--- src/rtl/door_game_pkg.sv ---
// Shared types and constants for the door-guessing game controller.
package door_game_pkg;

  typedef enum logic [1:0] {
    StIdle,
    StRound,
    StReveal,
    StGameOver
  } game_state_t;

  localparam logic [1:0] WIN_NONE = 2'b00;
  localparam logic [1:0] WIN_P1   = 2'b01;
  localparam logic [1:0] WIN_P2   = 2'b10;
  localparam logic [1:0] WIN_DRAW = 2'b11;

  localparam logic [7:0] LFSR_SEED = 8'hA5;
  // x^8 + x^6 + x^5 + x^4 + 1 on a left-shifting register: bits 7, 5, 4, 3.
  localparam logic [7:0] LFSR_TAPS = 8'hB8;

  function automatic logic [1:0] dec_sat(input logic [1:0] v);
    return (v == 2'd0) ? 2'd0 : v - 2'd1;
  endfunction

endpackage

--- src/rtl/door_game_ctrl_lfsr8.sv ---
// Free-running 8-bit Fibonacci LFSR; seeded non-zero so it never locks up.
module lfsr8
  import door_game_pkg::*;
(
  input  logic       clk,
  input  logic       reset,
  output logic [7:0] q
);

  logic [7:0] lfsr_q, lfsr_d;

  always_comb begin
    lfsr_d = {lfsr_q[6:0], ^(lfsr_q & LFSR_TAPS)};
  end

  always_ff @(posedge clk or negedge reset) begin
    if (!reset) begin
      lfsr_q <= LFSR_SEED;
    end else begin
      lfsr_q <= lfsr_d;
    end
  end

  assign q = lfsr_q;

endmodule

--- src/rtl/door_game_ctrl.sv ---
// Round sequencing, timing, lock capture, scoring and winner decision for the door game.
module door_game_ctrl
  import door_game_pkg::*;
#(
  parameter int unsigned CLK_HZ         = 25_000_000,
  parameter int unsigned ROUND_SECONDS  = 10,
  parameter int unsigned REVEAL_SECONDS = 3,
  parameter int unsigned LIVES          = 3
) (
  input  logic       clk,
  input  logic       reset,
  input  logic       start,
  input  logic [1:0] p1_choice,
  input  logic [1:0] p2_choice,
  input  logic       p1_lock,
  input  logic       p2_lock,
  output logic [1:0] correct_door,
  output logic [1:0] p1_lives,
  output logic [1:0] p2_lives,
  output logic       time_up,
  output logic [3:0] seconds_left,
  output logic       game_over,
  output logic [1:0] winner
);

  localparam int unsigned PW = (CLK_HZ > 1) ? $clog2(CLK_HZ) : 1;
  localparam logic [PW-1:0] PRE_MAX = PW'(CLK_HZ - 1);

  game_state_t state_q, state_d;
  logic [PW-1:0] pre_q, pre_d;
  logic [3:0] secs_q, secs_d, seconds_left_q, seconds_left_d;
  logic p1_locked_q, p1_locked_d, p2_locked_q, p2_locked_d;
  logic [1:0] p1_pick_q, p1_pick_d, p2_pick_q, p2_pick_d;
  logic [1:0] correct_door_q, correct_door_d, winner_q, winner_d;
  logic [1:0] p1_lives_q, p1_lives_d, p2_lives_q, p2_lives_d;
  logic time_up_q, time_up_d, game_over_q, game_over_d;

  logic [7:0] lfsr;
  logic lfsr_unused;
  logic wrap, enter_round, p1_has, p2_has;
  logic [1:0] p1_sel, p2_sel;

  lfsr8 u_lfsr (
    .clk  (clk),
    .reset(reset),
    .q    (lfsr)
  );

  assign lfsr_unused = ^lfsr[7:2];

  always_comb begin
    state_d        = state_q;
    pre_d          = pre_q;
    secs_d         = secs_q;
    p1_locked_d    = p1_locked_q;
    p2_locked_d    = p2_locked_q;
    p1_pick_d      = p1_pick_q;
    p2_pick_d      = p2_pick_q;
    correct_door_d = correct_door_q;
    p1_lives_d     = p1_lives_q;
    p2_lives_d     = p2_lives_q;
    time_up_d      = time_up_q;
    game_over_d    = game_over_q;
    winner_d       = winner_q;
    enter_round    = 1'b0;

    wrap   = (pre_q == PRE_MAX);
    // A lock arriving on the exit cycle still counts toward scoring.
    p1_has = p1_locked_q | p1_lock;
    p2_has = p2_locked_q | p2_lock;
    p1_sel = p1_locked_q ? p1_pick_q : p1_choice;
    p2_sel = p2_locked_q ? p2_pick_q : p2_choice;

    unique case (state_q)
      StIdle: begin
        if (start) enter_round = 1'b1;
      end
      StRound: begin
        if (p1_lock && !p1_locked_q) begin
          p1_locked_d = 1'b1;
          p1_pick_d   = p1_choice;
        end
        if (p2_lock && !p2_locked_q) begin
          p2_locked_d = 1'b1;
          p2_pick_d   = p2_choice;
        end
        pre_d = wrap ? '0 : pre_q + PW'(1);
        if (wrap && secs_q != 4'd0) secs_d = secs_q - 4'd1;
        if ((p1_has && p2_has) || (wrap && secs_q == 4'd1)) begin
          state_d   = StReveal;
          time_up_d = 1'b1;
          pre_d     = '0;
          secs_d    = 4'(REVEAL_SECONDS);
          if (!(p1_has && p1_sel == correct_door_q)) p1_lives_d = dec_sat(p1_lives_q);
          if (!(p2_has && p2_sel == correct_door_q)) p2_lives_d = dec_sat(p2_lives_q);
        end
      end
      StReveal: begin
        pre_d = wrap ? '0 : pre_q + PW'(1);
        if (wrap) begin
          if (secs_q <= 4'd1) begin
            if (p1_lives_q == 2'd0 || p2_lives_q == 2'd0) begin
              state_d     = StGameOver;
              time_up_d   = 1'b0;
              game_over_d = 1'b1;
              if (p1_lives_q == 2'd0 && p2_lives_q == 2'd0) winner_d = WIN_DRAW;
              else if (p1_lives_q == 2'd0)                  winner_d = WIN_P2;
              else                                          winner_d = WIN_P1;
            end else begin
              enter_round = 1'b1;
            end
          end else begin
            secs_d = secs_q - 4'd1;
          end
        end
      end
      StGameOver: begin
        if (start) begin
          p1_lives_d  = 2'(LIVES);
          p2_lives_d  = 2'(LIVES);
          winner_d    = WIN_NONE;
          game_over_d = 1'b0;
          enter_round = 1'b1;
        end
      end
      default: state_d = StIdle;
    endcase

    if (enter_round) begin
      state_d        = StRound;
      correct_door_d = lfsr[1:0];
      p1_locked_d    = 1'b0;
      p2_locked_d    = 1'b0;
      pre_d          = '0;
      secs_d         = 4'(ROUND_SECONDS);
      time_up_d      = 1'b0;
    end

    seconds_left_d = (state_d == StRound) ? secs_d : 4'd0;
  end

  always_ff @(posedge clk or negedge reset) begin
    if (!reset) begin
      state_q        <= StIdle;
      pre_q          <= '0;
      secs_q         <= 4'd0;
      seconds_left_q <= 4'd0;
      p1_locked_q    <= 1'b0;
      p2_locked_q    <= 1'b0;
      p1_pick_q      <= 2'd0;
      p2_pick_q      <= 2'd0;
      correct_door_q <= 2'd0;
      p1_lives_q     <= 2'(LIVES);
      p2_lives_q     <= 2'(LIVES);
      time_up_q      <= 1'b0;
      game_over_q    <= 1'b0;
      winner_q       <= WIN_NONE;
    end else begin
      state_q        <= state_d;
      pre_q          <= pre_d;
      secs_q         <= secs_d;
      seconds_left_q <= seconds_left_d;
      p1_locked_q    <= p1_locked_d;
      p2_locked_q    <= p2_locked_d;
      p1_pick_q      <= p1_pick_d;
      p2_pick_q      <= p2_pick_d;
      correct_door_q <= correct_door_d;
      p1_lives_q     <= p1_lives_d;
      p2_lives_q     <= p2_lives_d;
      time_up_q      <= time_up_d;
      game_over_q    <= game_over_d;
      winner_q       <= winner_d;
    end
  end

  assign correct_door = correct_door_q;
  assign p1_lives     = p1_lives_q;
  assign p2_lives     = p2_lives_q;
  assign time_up      = time_up_q;
  assign seconds_left = seconds_left_q;
  assign game_over    = game_over_q;
  assign winner       = winner_q;

endmodule

--- config.mk ---
export PLATFORM = sky130hd
export DESIGN_NAME = door_game_ctrl
export DESIGN_NICKNAME = d
export VERILOG_FILES = /design/src/rtl/door_game_pkg.sv /design/src/rtl/door_game_ctrl_lfsr8.sv /design/src/rtl/door_game_ctrl.sv
export SDC_FILE = /design/constraint.sdc
export NUM_CORES = 1
export LEC_CHECK = 0
export ABC_AREA = 1
export BUFFER_PORTS_ARGS = -buffer_cell sky130_fd_sc_hd__buf_2
export CORE_ASPECT_RATIO = 1.4
export CORE_MARGIN = 4
export CORE_UTILIZATION = 68
export CTS_BUF_LIST = sky130_fd_sc_hd__clkbuf_2
export DETAILED_ROUTE_END_ITERATION = 8
export PLACE_DENSITY = 0.95
export SLEW_MARGIN = 20
export SYNTH_ARGS = -nofsm -noshare
export SYNTH_HDL_FRONTEND = slang
export SYNTH_HIERARCHICAL = 1
export SYNTH_SLANG_ARGS = --single-unit
--- constraint.sdc ---
create_clock -name clk -period 4.1 [get_ports clk]
set_input_delay 0.41 -clock clk [delete_from_list [all_inputs] [get_ports clk]]
set_output_delay 0.41 -clock clk [all_outputs]
set_load 0.02 [all_outputs]
==> summary.txt <==
Routing
  • Number of DRC markers in iteration 0: a little under 300
  • DR DRC count: 0
  • Total wire length: 8.04 mm
  • Top Metal Used: met4
  • Met1 WL: 3.09 mm
  • Vias per cell: 5.63
  • DR pass1 iterations: 6
  • Met3 routed WL: around 480 um
  • Wirelength per Cell: ~14 um
  • Met2 wire length: between 4 and 5 mm
  • Post-route ant nets: 0
  • DR vias: 3,157

Die
  • Row cnt: 30
  • Die Y: roughly 92 um
  • Die area: 6290 um2
  • Core footprint: between 4000 and 5000 um2
  • Ports: 23
  • Initial cell density of the core: ~70%
  • Die Wd: between 60 and 70 um

Clocking
  • Clk buf depth: 2
  • PostCTS Resize Cnt: 0
  • H-tree Lvls: 3
  • Total CTS buffers: 9
  • Clk sinks: 59
  • Clk root buf: clkbuf_2
  • Worst skew pair latency: between 0.5 and 0.6 ns
  • Reg clk slew, reported paths: roughly 0.16 ns
  • CTS tree: built

Timing
  • Final setup violation count: 0
  • Clk_skew: approximately 0.028 ns
  • Final Cycle Share: roughly 61%
  • Fin crit period: 2.51 ns
  • Post-route setup TNS: 0 ns
  • Hold Slack: ~0.15 ns
  • RSZ-0062 raised after global routing: false
  • Rel. slew slack: between 50 and 60%
  • Final Hold Violating Endpoints: 0
  • Worst-Margin Slew: roughly 0.66 ns
  • Max Freq: approximately 0.4 GHz
  • Pins over their slew limit: 0

GRT
  • Vias in the first global route: approximately 3.2k
  • First-pass GRT wire length: between 10 and 15 mm
  • Total grt overflow: 0
  • Antenna violations before repair: 0
  • GRT Overall Usage: 28.5%
  • Pin count of the biggest net entering global routing: between 50 and 60

Pwr
  • Combinational share of power: between 10 and 15%
  • Flop pwr share: 60.5%
  • P_int: 0.765 mW
  • Clock network fraction of total power: 26.2%
  • Pwr dens: between 300 and 400 nW/um2
  • Leak: about 1.8 nW
  • Max VDD drop: 0.264 mV
  • NetSw: 0.369 mW
  • Post-layout power: between 1 and 1.5 mW
  • Switching Fraction: roughly a third

Worst hold path
  • Worst Hold Class: in2reg

Setup path
  • CP Launch Type: flip-flop
  • CP Capture Point: pre_q[19]
  • Required time worst endpoint: 4.52 ns
  • Reg2reg setup slack: roughly 1.6 ns
  • Worst reg2reg path endpoint: pre_q[19]
  • Worst setup EP type: flip-flop
  • CP cell instances: inv_1 > ha_1 > nand2_1 > nand3_1 > buf_4 > inv_1 > nor4_1 > xnor2_1 > nor2_1
  • Data arrival time of the critical path: 2.93 ns
  • RR Startpoint: state_q[0]
  • Critical Path Max Stage Delay: roughly 0.48 ns
  • Setup crit start: state_q[0]
  • R2r worst-path depth: 9
  • Most Frequent Cell on Critical Path: inv_1
  • Setup Crit Path Kind: reg2reg
  • Max Fanout on Critical Path: 20
  • Slowest library cell on the worst path: ha_1

Layout
  • Share of cells above drive strength 1: 12.3%
  • Fill cells: approximately 380
  • Filler-free cell count of the finished design: 561
  • Area growth from synthesis to layout: 6.90%
  • Most frequent cells in the layout: 106 x nand2_1, 61 x nor2_1, 58 x inv_1
  • Nets: about 500
  • Ant. Diodes: 0
  • Commonest non-fill, non-tap cell in the layout: nand2_1
  • Utilization after layout: roughly three quarters

Place
  • Detail Placement HPWL: 5.99 mm
  • Placed cell count: roughly 540
  • GP Congestion: around 0.93
  • Port Buf Inserts: 22

Yosys
  • Synthesized area per cell: 7.38 um2
  • Post-Syn Area: 3450 um2
  • Post-Syn Instances: 467
  • Synthesized Nets: around 480
  • Ys Warns: 6

Status
  • Outcome: complete, no violations

Flow run
  • # Max-Cap Violations: 0
## how the worst min path moves through the flow
stage,slack (ns),cells past startpoint,endpoint,startpoint
floorplan,0.11,0,correct_door[0],reset
global placement,0.24,1,u_lfsr/q[3],reset
detailed placement,0.24,1,u_lfsr/q[4],reset
CTS,0.15,3,p2_pick_q[0],p2_choice[0]
global route,0.15,3,p1_pick_q[1],p1_choice[1]
finish,0.15,3,p2_pick_q[0],p2_choice[0]
## per-stage QoR
| stage | setup WS [ns] | instance area [um2] |
|---|---|---|
| after floorplan | 2.17 | 3450 |
| after global placement | 1.76 | 3590 |
| after detailed placement | 1.65 | 3590 |
| final | 1.59 | 3680 |
| after CTS | 1.61 | 3680 |
| after global routing | 1.34 | 3680 |
## critical path, delay by kind of cell, from the launching register on
| kind | cells | cell delay, ns |
|---|---|---|
| xor gates and xnor gates | 1 | 0.17 |
| and+or+nand+nor | 4 | 0.73 |
| buffers and inverters | 3 | 0.60 |
| adders and majority gates | 1 | 0.48 |
| DFF | 1 | 0.42 |
## power by group through the flow
stage                     Combinational [mW]  Clock, mW  Sequential [mW]
after floorplan                        0.106          0            0.683
after global placement                 0.145          0            0.691
after detailed placement               0.151          0            0.694
after CTS                              0.153      0.298            0.684
after global routing                   0.176      0.324            0.693
final                                  0.152      0.297            0.686
## cell type report
class | count | area (um2) | area share [%]
clock inverters | 6 | 33.8 | 0.917
clock buffers | 10 | 50.0 | 1.36
flip-flops and latches | 59 | 1490 | 40.3
well taps | 64 | 80.1 | 2.17
multi-input cells | 334 | 1660 | 45.1
repair buffers | 25 | 135 | 3.67
inverters | 63 | 238 | 6.45
## layer usage
metal,up-vias,global-route usage (%)
met4,0,13.4
li1,1556,-
met2,118,48.1
met3,31,7.72
met5,-,0
met1,1452,32.2
## registers in the layout, summed over array words and instances, names as in the netlist, 2 cells and up
| signal | cells |
|---|---|
| pre_q | 25 |
| u_lfsr/q | 8 |
| seconds_left | 4 |
| secs_q | 4 |
| correct_door | 2 |
| p1_lives | 2 |
| p1_pick_q | 2 |
| p2_lives | 2 |
| p2_pick_q | 2 |
| state_q | 2 |
| winner | 2 |
## timing repair
item                      in CTS  in global routing
hold buffers                   1                  0
hold endpoints to repair       6                  0
buffers inserted               0                  0
(Power assumes the default switching activity.)
